===== src/rtl/boxhead_pkg.sv =====
// Shared types and geometry for the player/enemy interaction logic.
package boxhead_pkg;

   typedef logic [8:0] coord_t;

   localparam int unsigned ENEMY_W  = 26;
   localparam int unsigned ENEMY_H  = 26;
   localparam int unsigned PLAYER_W = 18;
   localparam int unsigned PLAYER_H = 20;

   typedef enum logic [1:0] {StAlive, StInvuln, StDead} damage_state_t;

   // Box-overlap test with a margin; 10-bit sums so edge-of-screen boxes never wrap.
   function automatic logic in_range(coord_t ex, coord_t ey, coord_t px, coord_t py,
                                     logic [9:0] r);
      logic [9:0] w_ex, w_ey, w_px, w_py;
      w_ex = {1'b0, ex};
      w_ey = {1'b0, ey};
      w_px = {1'b0, px};
      w_py = {1'b0, py};
      return (w_ex <= w_px + 10'(PLAYER_W) + r) &&
             (w_px <= w_ex + 10'(ENEMY_W) + r) &&
             (w_ey <= w_py + 10'(PLAYER_H) + r) &&
             (w_py <= w_ey + 10'(ENEMY_H) + r);
   endfunction

endpackage


===== src/rtl/attack_windup.sv =====
// Per-enemy range test and saturating wind-up counter; raises req once the enemy
// has been ready, alive and in range for WINDUP consecutive frames.
module attack_windup
   import boxhead_pkg::*;
#(
   parameter int unsigned WINDUP       = 3,
   parameter int unsigned ATTACK_RANGE = 2
) (
   input  logic   Clk,
   input  logic   Reset_n,
   input  logic   i_frame_tick,
   input  logic   i_hold,
   input  logic   i_grant,
   input  logic   i_ready,
   input  logic   i_alive,
   input  coord_t i_enemy_x,
   input  coord_t i_enemy_y,
   input  coord_t i_player_x,
   input  coord_t i_player_y,
   output logic   o_req
);

   localparam int unsigned CntW = (WINDUP > 0) ? $clog2(WINDUP + 1) : 1;
   localparam logic [CntW-1:0] CntSat = CntW'(WINDUP);

   logic [CntW-1:0] r_cnt;
   logic [CntW-1:0] w_cnt_d;
   logic            w_cond;

   assign w_cond = i_ready & i_alive &
                   in_range(i_enemy_x, i_enemy_y, i_player_x, i_player_y, 10'(ATTACK_RANGE));
   assign o_req  = w_cond & (r_cnt == CntSat);

   always_comb begin
      w_cnt_d = r_cnt;
      if (i_frame_tick && !i_hold) begin
         if (i_grant || !w_cond) begin
            w_cnt_d = '0;
         end else if (r_cnt != CntSat) begin
            w_cnt_d = r_cnt + 1'b1;
         end
      end
   end

   always_ff @(posedge Clk or negedge Reset_n) begin
      if (!Reset_n) begin
         r_cnt <= '0;
      end else begin
         r_cnt <= w_cnt_d;
      end
   end

endmodule


===== src/rtl/player_damage.sv =====
// Player damage handler: arbitrates enemy strikes, tracks HP, the post-hit
// invulnerability window and the latched death state.
module player_damage
   import boxhead_pkg::*;
#(
   parameter int unsigned N_ENEMY      = 4,
   parameter int unsigned MAX_HP       = 100,
   parameter int unsigned DAMAGE       = 10,
   parameter int unsigned WINDUP       = 3,
   parameter int unsigned INVULN       = 30,
   parameter int unsigned ATTACK_RANGE = 2,
   localparam int unsigned IdW         = (N_ENEMY > 1) ? $clog2(N_ENEMY) : 1
) (
   input  logic                   Clk,
   input  logic                   Reset_n,
   input  logic                   frame_clk,
   input  logic [N_ENEMY-1:0]     Enemy_Attack_Ready,
   input  logic [N_ENEMY-1:0]     Enemy_Alive,
   input  logic [9*N_ENEMY-1:0]   Enemy_X,
   input  logic [9*N_ENEMY-1:0]   Enemy_Y,
   input  coord_t                 Player_X,
   input  coord_t                 Player_Y,
   output logic [7:0]             Player_HP,
   output logic                   Player_Hit,
   output logic [IdW-1:0]         Hit_Enemy_Id,
   output logic                   Player_Invuln,
   output logic                   Player_Flash,
   output logic                   Player_Dead
);

   localparam int unsigned InvW = ($clog2(INVULN + 1) > 3) ? $clog2(INVULN + 1) : 3;
   localparam logic [7:0]  Dmg  = 8'(DAMAGE);

   damage_state_t    r_state, w_state_d;
   logic [7:0]       r_hp, w_hp_d;
   logic [InvW-1:0]  r_inv, w_inv_d;
   logic             r_hit, w_hit_d;
   logic [IdW-1:0]   r_id, w_id_d, w_winner;
   logic [2:0]       r_fc;
   logic             w_frame_tick, w_take, w_hold;
   logic [N_ENEMY-1:0] w_req, w_grant;

   // Two synchroniser stages plus one for edge detection.
   assign w_frame_tick = r_fc[1] & ~r_fc[2];
   assign w_hold       = (r_state == StDead);
   assign w_grant      = w_take ? (N_ENEMY'(1) << w_winner) : '0;

   for (genvar g = 0; g < N_ENEMY; g++) begin : g_windup
      attack_windup #(
         .WINDUP       (WINDUP),
         .ATTACK_RANGE (ATTACK_RANGE)
      ) u_windup (
         .Clk          (Clk),
         .Reset_n      (Reset_n),
         .i_frame_tick (w_frame_tick),
         .i_hold       (w_hold),
         .i_grant      (w_grant[g]),
         .i_ready      (Enemy_Attack_Ready[g]),
         .i_alive      (Enemy_Alive[g]),
         .i_enemy_x    (Enemy_X[9*g +: 9]),
         .i_enemy_y    (Enemy_Y[9*g +: 9]),
         .i_player_x   (Player_X),
         .i_player_y   (Player_Y),
         .o_req        (w_req[g])
      );
   end

   always_comb begin
      w_winner = '0;
      for (int i = N_ENEMY - 1; i >= 0; i--) begin
         if (w_req[i]) w_winner = IdW'(i);
      end
   end

   always_comb begin
      w_state_d = r_state;
      w_hp_d    = r_hp;
      w_inv_d   = r_inv;
      w_hit_d   = 1'b0;
      w_id_d    = r_id;
      w_take    = 1'b0;
      unique case (r_state)
         StAlive: begin
            if (w_frame_tick && (|w_req)) begin
               w_take    = 1'b1;
               w_hp_d    = (r_hp < Dmg) ? 8'd0 : r_hp - Dmg;
               w_hit_d   = 1'b1;
               w_id_d    = w_winner;
               w_inv_d   = InvW'(INVULN);
               w_state_d = (w_hp_d == 8'd0) ? StDead : StInvuln;
            end
         end
         StInvuln: begin
            if (w_frame_tick) begin
               w_inv_d = (r_inv != '0) ? r_inv - 1'b1 : '0;
               if (r_inv <= InvW'(1)) w_state_d = StAlive;
            end
         end
         StDead: begin
            w_hp_d = 8'd0;
         end
         default: w_state_d = StAlive;
      endcase
   end

   always_ff @(posedge Clk or negedge Reset_n) begin
      if (!Reset_n) begin
         r_fc    <= '0;
         r_state <= StAlive;
         r_hp    <= 8'(MAX_HP);
         r_inv   <= '0;
         r_hit   <= 1'b0;
         r_id    <= '0;
      end else begin
         r_fc    <= {r_fc[1:0], frame_clk};
         r_state <= w_state_d;
         r_hp    <= w_hp_d;
         r_inv   <= w_inv_d;
         r_hit   <= w_hit_d;
         r_id    <= w_id_d;
      end
   end

   assign Player_HP     = r_hp;
   assign Player_Hit    = r_hit;
   assign Hit_Enemy_Id  = r_id;
   assign Player_Invuln = (r_state == StInvuln);
   assign Player_Flash  = (r_state == StInvuln) & r_inv[2];
   assign Player_Dead   = (r_state == StDead);

endmodule


===== config.mk =====
export PLATFORM = sky130hd
export DESIGN_NAME = player_damage
export DESIGN_NICKNAME = d
export VERILOG_FILES = /design/src/rtl/boxhead_pkg.sv /design/src/rtl/attack_windup.sv /design/src/rtl/player_damage.sv
export SDC_FILE = /design/constraint.sdc
export NUM_CORES = 1
export LEC_CHECK = 0
export CAP_MARGIN = 5
export CORE_MARGIN = 3
export CORE_UTILIZATION = 29
export CTS_BUF_LIST = sky130_fd_sc_hd__clkbuf_4 sky130_fd_sc_hd__clkbuf_8 sky130_fd_sc_hd__clkbuf_16
export DETAILED_ROUTE_END_ITERATION = 6
export PLACE_DENSITY_LB_ADDON = 0.1
export SLEW_MARGIN = 10
export SYNTH_ARGS = -nofsm -noshare
export SYNTH_HDL_FRONTEND = slang
export SYNTH_HIERARCHICAL = 1
export SYNTH_SLANG_ARGS = --single-unit

===== constraint.sdc =====
create_clock -name Clk -period 2.1 [get_ports Clk]
set_input_delay 0.42 -clock Clk [delete_from_list [all_inputs] [get_ports Clk]]
set_output_delay 0.42 -clock Clk [all_outputs]
set_load 0.05 [all_outputs]

==> results of run 1 <==
[cells by family (layout without fill, tap and decap cells)]
kind of cell    Yosys count  after routing  share of synthesized area [%]
buf+inv                  75            448                           4.27
compound gates          199            199                           22.5
flops                    29             29                           11.0
xor+xnor                 84             84                           11.1
simple gates            252            252                           20.4
fa+ha+maj               164            164                           30.9
[cell usage in the layout (no fill, tap or decap), types with 5 or more instances in the layout]
| master | Yosys | routed |
|---|---|---|
| buf_4 | 0 | 227 |
| ha_1 | 164 | 155 |
| inv_1 | 74 | 68 |
| clkdlybuf4s50_1 | 0 | 61 |
| xor2_1 | 59 | 59 |
| nand2_1 | 57 | 56 |
| dlygate4sd2_1 | 0 | 37 |
| a21oi_1 | 42 | 36 |
| nor2_1 | 42 | 33 |
| dfrtp_1 | 26 | 26 |
| nand4_1 | 22 | 22 |
| xnor2_1 | 25 | 22 |
| buf_6 | 0 | 20 |
| nor2b_1 | 21 | 18 |
| nor3_1 | 21 | 18 |
| nand2b_1 | 17 | 16 |
| o21ai_1 | 3 | 15 |
| nand3_1 | 22 | 12 |
| o21bai_1 | 11 | 10 |
| a31oi_1 | 11 | 10 |
| buf_12 | 0 | 10 |
| o21ai_0 | 30 | 9 |
| o21ai_2 | 2 | 9 |
| a21o_1 | 9 | 9 |
| nand3_2 | 0 | 9 |
| o211ai_1 | 8 | 8 |
| o31ai_2 | 4 | 8 |
| or3_4 | 0 | 7 |
| o21a_1 | 6 | 6 |
| nor2_2 | 0 | 6 |
| a21oi_2 | 1 | 6 |
| a211o_1 | 6 | 6 |
| o2111ai_2 | 2 | 6 |
| and3_4 | 0 | 6 |
| clkbuf_16 | 0 | 5 |
| a211oi_1 | 7 | 5 |
| ha_4 | 0 | 5 |
[what timing repair did]
| item | in CTS | in global routing |
|---|---|---|
| buffers inserted | 37 | 3 |
| resized for setup | 191 | 14 |
| pin swaps | 111 | 12 |
| cloned | 4 | 0 |
| setup endpoints to repair | 26 | 26 |
[final cells by class]
class | count | area [sq um]
clock buffer | 8 | 154
multi-input combinational | 699 | 6290
sequential | 29 | 729
inverter | 75 | 324
tap | 280 | 350
timing repair buffer | 365 | 3230
fill | 2141 | 11100
[metal layers]
layer | vias up | part of all wire, % | global-route usage, %
met1 | 3329 | 48 | 23.8
met5 | - | 0 | 0
met2 | 119 | 48 | 31.5
met3 | 18 | 3.1 | 1.35
li1 | 3720 | - | -
met4 | 0 | 0.99 | 2.40
[path summary, 6_finish.rpt]
path / startpoint / endpoint / slack (ps) / depth (start not counted)
max in group asynchronous: Reset_n / Player_HP[2] / 1220 / 2
worst min register to register: r_fc[0] / r_fc[1] / 350 / 0
worst max register to register: g_windup[1].u_windup/r_cnt[0] / r_state[0] / 40 / 8
worst min-delay path: r_fc[0] / r_fc[1] / 350 / 0
min in group asynchronous: Reset_n / r_inv[2] / 540 / 2
worst max-delay path: Player_Y[2] / r_state[0] / -1250 / 18
[registers in the layout, indices dropped and copies added, names as in the netlist]
register                 flops
r_fc                         3
Player_HP                    8
r_inv                        5
r_state                      2
Player_Hit                   1
g_windup.u_windup/r_cnt      8
Hit_Enemy_Id                 2
[power by group through the flow]
| stage | registers [mW] | logic [mW] | clock network (mW) |
|---|---|---|---|
| 6_report | 0.566 | 2.26 | 0.744 |
| 5_1_grt | 0.566 | 2.50 | 0.791 |
| 4_1_cts | 0.566 | 2.25 | 0.762 |
| 3_5_place_dp | 0.575 | 1.99 | 0 |
| 3_3_place_gp | 0.575 | 1.98 | 0 |
| 2_1_floorplan | 0.574 | 0.984 | 0 |
[stage by stage]
| stage | cells | setup TNS (ps) | instance area (sq um) | hold WS [ps] | util [%] |
|---|---|---|---|---|---|
| floorplan | 803 | -21620 | 6840 | 124 | - |
| global placement | 1407 | -45420 | 10000 | 335 | 45.1 |
| detailed placement | 1407 | -46330 | 10000 | 343 | 45.1 |
| CTS | 1453 | -27130 | 11000 | 353 | 49.7 |
| global route | 1456 | -32810 | 11100 | 360 | 50.0 |
| finish | 1456 | -28790 | 11100 | 352 | 50.0 |
==> reports/results.tsv, run 1 <==
metric	value	unit
Seq pwr share	15.9	%
port bufs	114	
gr usage total	17.6	%
crit path max fanout	6	
area fraction of the dominant cell type after synthesis	30.9	%
core area	0.0222	sq mm
CP max stage delay	600	ps
RSZ-0062 raised after global routing	true	
Antenna diodes	0	
area leader, netlist	ha_1	
clock sink total	29	
first-pass GRT wire length	36.0	mm
largest net degree at the start of global routing	30	
DP HPWL	17.5	mm
top post-synthesis cells by area	ha_1 (31%), dfrtp_1 (9.8%), xor2_1 (7.8%)	
H-tree levels	2	
Mapped Cells	803	
IO Count	115	
die area	0.0248	sq mm
clk_skew	5.72	ps
antenna violations before repair	0	
clock network power share	20.9	%
row count	54	
final hold violations	0	
DIE WIDTH	157	microns
Worst-Margin Slew	502	ps
root buffer cell	clkbuf_16	
run status	complete, but fails checks	
RD Place Congestion	0.845	
Clk Latency, worst-skew pair	280	ps
post-place setup slack	-1950	ps
Synth async-reset ratio	100	%
Syn Nets	1068	
CP Data Required Time	2270	ps
Sw Ratio	36.5	%
Post-DRT Antenna Nets	0	
Power Dens Cells	322	mW/mm^2
Final Cycle Share	159	%
slowest CP cell	or4_4	
final routed DRC violation total	0	
worst vdd ir	0.000266	V
Routed wire per std cell	15.2	microns
Initial Utilization	30.0	%
vias per cell	4.94	
prevailing post-synth register cell	dfrtp_1	
Distinct cells, synth	73	
P&R area growth vs syn	66.7	%
Buf+Inv Stages, Crit Path	5	
Post-synth EDFFs	0	
fin crit period	3350	ps
Power Total	3.57	mW
combinational power share	63.3	%
register area share after synthesis	11.0	%
Leak	5.28	nW
top-count cell post-synth	ha_1	
Int Power	2.26	mW
Num CTS Buffers	5	
chip height	157	microns
Setup crit start kind	primary input	
CTS Hold Bufs	0	
MaxCap Viol Count	0	
Setup WS post-layout	-1250	ps
Max-slew headroom	66.4	%
Syn Std Cell Area	0.00665	sq mm
Synth warnings	6	
CP top delay family	simple AND/OR/NAND/NOR gates	
CTS tree	yes	
Hold Crit Class	flip-flop to flip-flop	
clock transition at the registers of the reported paths	50	ps
worst path arrival time	3520	ps
Crit Path Class	primary input to flip-flop	
CP endpoint kind	flip-flop	
Yosys reg bits	29	
endpoints failing setup	26	
max frequency	299	MHz
failing checks	negative setup slack	
total congestion overflow	0	
CTS Buffer Depth	2	
nets@finish	1440	
Post-synth top cells	ha_1 (164), inv_1 (74), xor2_1 (59)	
Psw	1.30	mW
Initial DRT Pass Iterations	5	
CP Cell Sequence	buf_12 > buf_12 > buf_4 > o21a_1 > o21ai_2 > xor2_1 > ha_1 > nand4_1 > buf_4 > nor3_4 > o32ai_4 > nand3_1 > nor2_2 > or4_4 > nand2_4 > inv_6 > a22o_1 > a21o_1	
final slew viol count	0	
Detailed Route Iter0 Violations	227	
total number of vias	7186	
vias in the first global route	7364	
mean post-synth cell area	8.28	sq um
drt total wl	22.1	mm
layout cells sized above 1	35.0	%
Note: power is estimated with default switching activity, not from simulation.
==> run 2, diff against run 1 <==
- CORE_MARGIN: 3 -> 4
- CTS_BUF_LIST: sky130_fd_sc_hd__clkbuf_4 sky130_fd_sc_hd__clkbuf_8 sky130_fd_sc_hd__clkbuf_16 -> sky130_fd_sc_hd__clkbuf_16
==> reports/results.tsv, run 2 (synthesis results as in run 1) <==
metric	value	unit
run status	complete, but fails checks	
fill cell count	2212	
Initial DRT Pass Iterations	4	
drt total wl	22.1	mm
RD Place Congestion	0.847	
Power Dens Cells	313	mW/mm^2
worst vdd ir	0.000277	V
Power Total	3.46	mW
largest net degree at the start of global routing	30	
clk_skew	4.38	ps
crit path max fanout	6	
WHS	353	ps
final slew viol count	0	
Setup WS post-layout	-1210	ps
DIE WIDTH	159	microns
final routed DRC violation total	0	
port bufs	114	
worst path arrival time	3470	ps
layout cells sized above 1	35.6	%
P&R area growth vs syn	66.5	%
die area	0.0254	sq mm
Initial Utilization	29.5	%
vias in the first global route	7227	
post-place setup slack	-1960	ps
failing checks	negative setup slack	
clock sink total	29	
Hold Crit Class	flip-flop to flip-flop	
endpoints failing setup	26	
DP HPWL	17.6	mm
vias per cell	4.87	
Hold Path Origin	r_fc[0]	
clock transition at the registers of the reported paths	50	ps
IO Count	115	
crit path from	Player_Y[2]	
RSZ-0062 raised after global routing	true	
CTS Buffer Depth	2	
gr usage total	17.2	%
Final Cycle Share	158	%
nets@finish	1432	
Setup crit start kind	primary input	
Worst-Margin Slew	520	ps
total number of vias	7079	
antenna violations before repair	0	
fin crit period	3310	ps
Routed wire per std cell	15.2	microns
CTS tree	yes	
final hold violations	0	
max frequency	302	MHz
Clk Latency, worst-skew pair	270	ps
core area	0.0226	sq mm
root buffer cell	clkbuf_16	
commonest non-fill, non-tap cell in the layout	buf_4	
Detailed Route Iter0 Violations	223	
Post-DRT Antenna Nets	0	
Leak	5.23	nW
Antenna diodes	0	
H-tree levels	2	
most frequent cells in the layout	buf_4 (216), ha_1 (157), clkdlybuf4s50_1 (70)	
Num CTS Buffers	5	
Max-slew headroom	65.2	%
Crit Path Class	primary input to flip-flop	
CTS Hold Bufs	0	
MaxCap Viol Count	0	
total congestion overflow	0	
row count	55	
chip height	159	microns
first-pass GRT wire length	36.7	mm
final setup TNS	-27640	ps
CP Data Required Time	2260	ps
worst r2r src	g_windup[1].u_windup/r_cnt[0]	
CP endpoint kind	flip-flop	
## run 2: report_power, final
group          internal, mW  total (mW)  switching, mW
Clock                 0.429       0.674          0.245
Sequential            0.563       0.565        0.00266
Combinational          1.18        2.22           1.04
## run 2: per-stage QoR
| step | cell area (sq um) | instances | utilization [%] |
|---|---|---|---|
| after floorplan | 6840 | 803 | - |
| after global placement | 9930 | 1402 | 44.0 |
| after detailed placement | 9930 | 1402 | 44.0 |
| after CTS | 10900 | 1448 | 48.4 |
| after global routing | 11100 | 1453 | 49.0 |
| final | 11100 | 1453 | 49.0 |
## run 2: worst paths after layout
kind	end	slack, ps	cells after the start
setup / recovery	r_state[0]	-1210	20
hold / removal	r_fc[1]	350	0
hold reg to reg	r_fc[1]	350	0
setup reg to reg	r_state[0]	70	8
max in group asynchronous	Player_HP[2]	1230	2
min in group asynchronous	r_inv[2]	540	2
## run 2: critical path, stage by stage
cell	delay, ps
buf_12	90
buf_12	130
buf_12	120
inv_12	30
ha_4	150
nor2b_4	130
o211ai_1	100
xor2_1	170
ha_1	290
nand4_1	120
o2111ai_1	210
a21oi_1	60
a32o_2	240
nand3_2	90
nor2_4	50
or4_4	550
nand2_4	110
inv_4	50
a22o_1	200
a21o_1	150
## run 2: per-layer routing
layer	part of all wire [%]	wire, microns	track usage (%)	vias to the layer above
li1	-	-	-	3711
met1	49	10800	24.0	3227
met2	47	10300	28.9	123
met3	3.0	661	1.97	18
met4	1.3	297	2.76	0
met5	0	0	0	-
## run 2: what timing repair did
| action | CTS | global route |
|---|---|---|
| pin swaps | 87 | 17 |
| setup endpoints to repair | 26 | 26 |
| setup buffers | 36 | 5 |
| resized for setup | 174 | 32 |
| cloned | 5 | 1 |
| hold endpoints to repair | 0 | 0 |
## run 2: area by class of cell
class,count,area [sq um],area share [%]
clock buffer,5,125,1.13
sequential,29,729,6.59
multi-input combinational,699,6290,56.8
tap,285,357,3.22
inverter,75,327,2.95
clock inverter,3,13.8,0.124
timing repair buffer,357,3230,29.1
==> run 3, diff against run 2 <==
- MAX_ROUTING_LAYER: not set -> met4
==> reports/results.tsv, run 3 (synthesis results as in run 1) <==
metric	value	unit
clk_skew	2.68	ps
most frequent cells in the layout	buf_4 (216), ha_1 (157), clkdlybuf4s50_1 (70)	
Power Dens Cells	313	mW/mm^2
hold depth	0	
Critical R2R Capture	r_state[0]	
port bufs	114	
reg2reg setup slack	70	ps
die area	0.0254	sq mm
Psw	1.29	mW
worst path arrival time	3470	ps
Hold Crit Endpoint	r_fc[1]	
Antenna diodes	0	
largest net degree at the start of global routing	30	
clock sink total	29	
clock network power share	19.5	%
Power Total	3.46	mW
Leak	5.23	nW
worst vdd ir	0.000276	V
RSZ-0062 raised after global routing	true	
vias per cell	4.87	
vias in the first global route	7229	
first-pass GRT wire length	36.7	mm
max frequency	302	MHz
DIE WIDTH	159	microns
Max-slew headroom	65.3	%
Hold Path Origin	r_fc[0]	
crit path from	Player_Y[2]	
Post-DRT Antenna Nets	0	
Initial DRT Pass Iterations	4	
fin crit period	3310	ps
total congestion overflow	0	
Worst-Margin Slew	518	ps
Num CTS Buffers	5	
post-place setup slack	-1960	ps
combinational power share	64.1	%
CP Data Required Time	2260	ps
commonest non-fill, non-tap cell in the layout	buf_4	
Crit Path Class	primary input to flip-flop	
final slew viol count	0	
FF-to-FF path depth	8	
Seq pwr share	16.3	%
core area	0.0226	sq mm
row count	55	
Initial Utilization	29.5	%
Setup WS post-layout	-1210	ps
DP HPWL	17.6	mm
nets@finish	1432	
CP endpoint kind	flip-flop	
chip height	159	microns
Hold Crit Class	flip-flop to flip-flop	
gr usage total	17.7	%
crit path max fanout	6	
final routed DRC violation total	0	
total number of vias	7079	
Int Power	2.17	mW
run status	complete, but fails checks	
Setup crit start kind	primary input	
CTS tree	yes	
CTS Hold Bufs	0	
drt total wl	22.1	mm
Routed wire per std cell	15.2	microns
MaxCap Viol Count	0	
endpoints failing setup	26	
WHS	354	ps
failing checks	negative setup slack	
final core utilization	49.0	%
H-tree levels	2	
CTS Buffer Depth	2	
RD Place Congestion	0.861	
final hold violations	0	
Final Cycle Share	158	%
Clk Latency, worst-skew pair	270	ps
worst r2r src	g_windup[1].u_windup/r_cnt[0]	
layout cells sized above 1	35.6	%
antenna violations before repair	0	
clock transition at the registers of the reported paths	50	ps
Sw Ratio	37.2	%
root buffer cell	clkbuf_16	
Detailed Route Iter0 Violations	230	
P&R area growth vs syn	66.5	%
IO Count	115	
-- run 3: cell counts in the layout (fill, tap and decap cells not counted) --
Identical to the previous run, type by type.
-- run 3: worst max path at each step --
stage / cells after the start / slack (ps) / endpoint
floorplan: 17 / -1060 / r_state[0]
global placement: 18 / -1900 / g_windup[2].u_windup/r_cnt[0]
detailed placement: 19 / -1960 / r_state[0]
CTS: 17 / -1220 / r_state[0]
global route: 17 / -1360 / r_state[0]
finish: 20 / -1210 / r_state[0]
-- run 3: power groups by stage --
stage | clock (mW) | sequential [mW] | combinational (mW)
final | 0.676 | 0.565 | 2.22
after detailed placement | 0 | 0.575 | 1.95
after CTS | 0.695 | 0.565 | 2.18
after global placement | 0 | 0.575 | 1.95
after global routing | 0.716 | 0.566 | 2.47
after floorplan | 0 | 0.574 | 0.984
-- run 3: area by class of cell --
| class | instances | area (sq um) |
|---|---|---|
| fill | 2212 | 11500 |
| multi-input combinational | 699 | 6290 |
| timing repair buffer | 357 | 3230 |
| sequential | 29 | 729 |
| tap | 285 | 357 |
| inverter | 75 | 327 |
| clock buffer | 5 | 125 |
| clock inverter | 3 | 13.8 |
-- run 3: stage by stage --
stage | TNS (ps) | instances | area [sq um]
2_1_floorplan | -21620 | 803 | 6840
3_3_place_gp | -46070 | 1402 | 9930
3_5_place_dp | -46970 | 1402 | 9930
4_1_cts | -27900 | 1448 | 10900
5_1_grt | -32040 | 1453 | 11100
6_report | -27580 | 1453 | 11100
-- run 3: routing by layer --
layer  track usage [%]  routed length, microns
met5                 -                       0
met4              2.76                     261
met3              1.84                     640
met2              28.9                   10300
met1              24.1                   10900
-- run 3: repair_timing --
| item | in CTS | in global routing |
|---|---|---|
| endpoints found under the setup margin | 26 | 26 |
| setup buffers | 36 | 5 |
| pin swaps | 87 | 17 |
| gates resized for setup | 174 | 32 |
| hold endpoints to repair | 0 | 0 |
| cloned | 5 | 1 |
-- run 3: critical path, cell delays in order --
cell and delay, ps:
buf_12 90, buf_12 130, buf_12 120, inv_12 30, ha_4 150, nor2b_4 130
o211ai_1 100, xor2_1 170, ha_1 290, nand4_1 120, o2111ai_1 210, a21oi_1 60
a32o_2 240, nand3_2 90, nor2_4 50, or4_4 550, nand2_4 110, inv_4 50
a22o_1 200, a21o_1 150
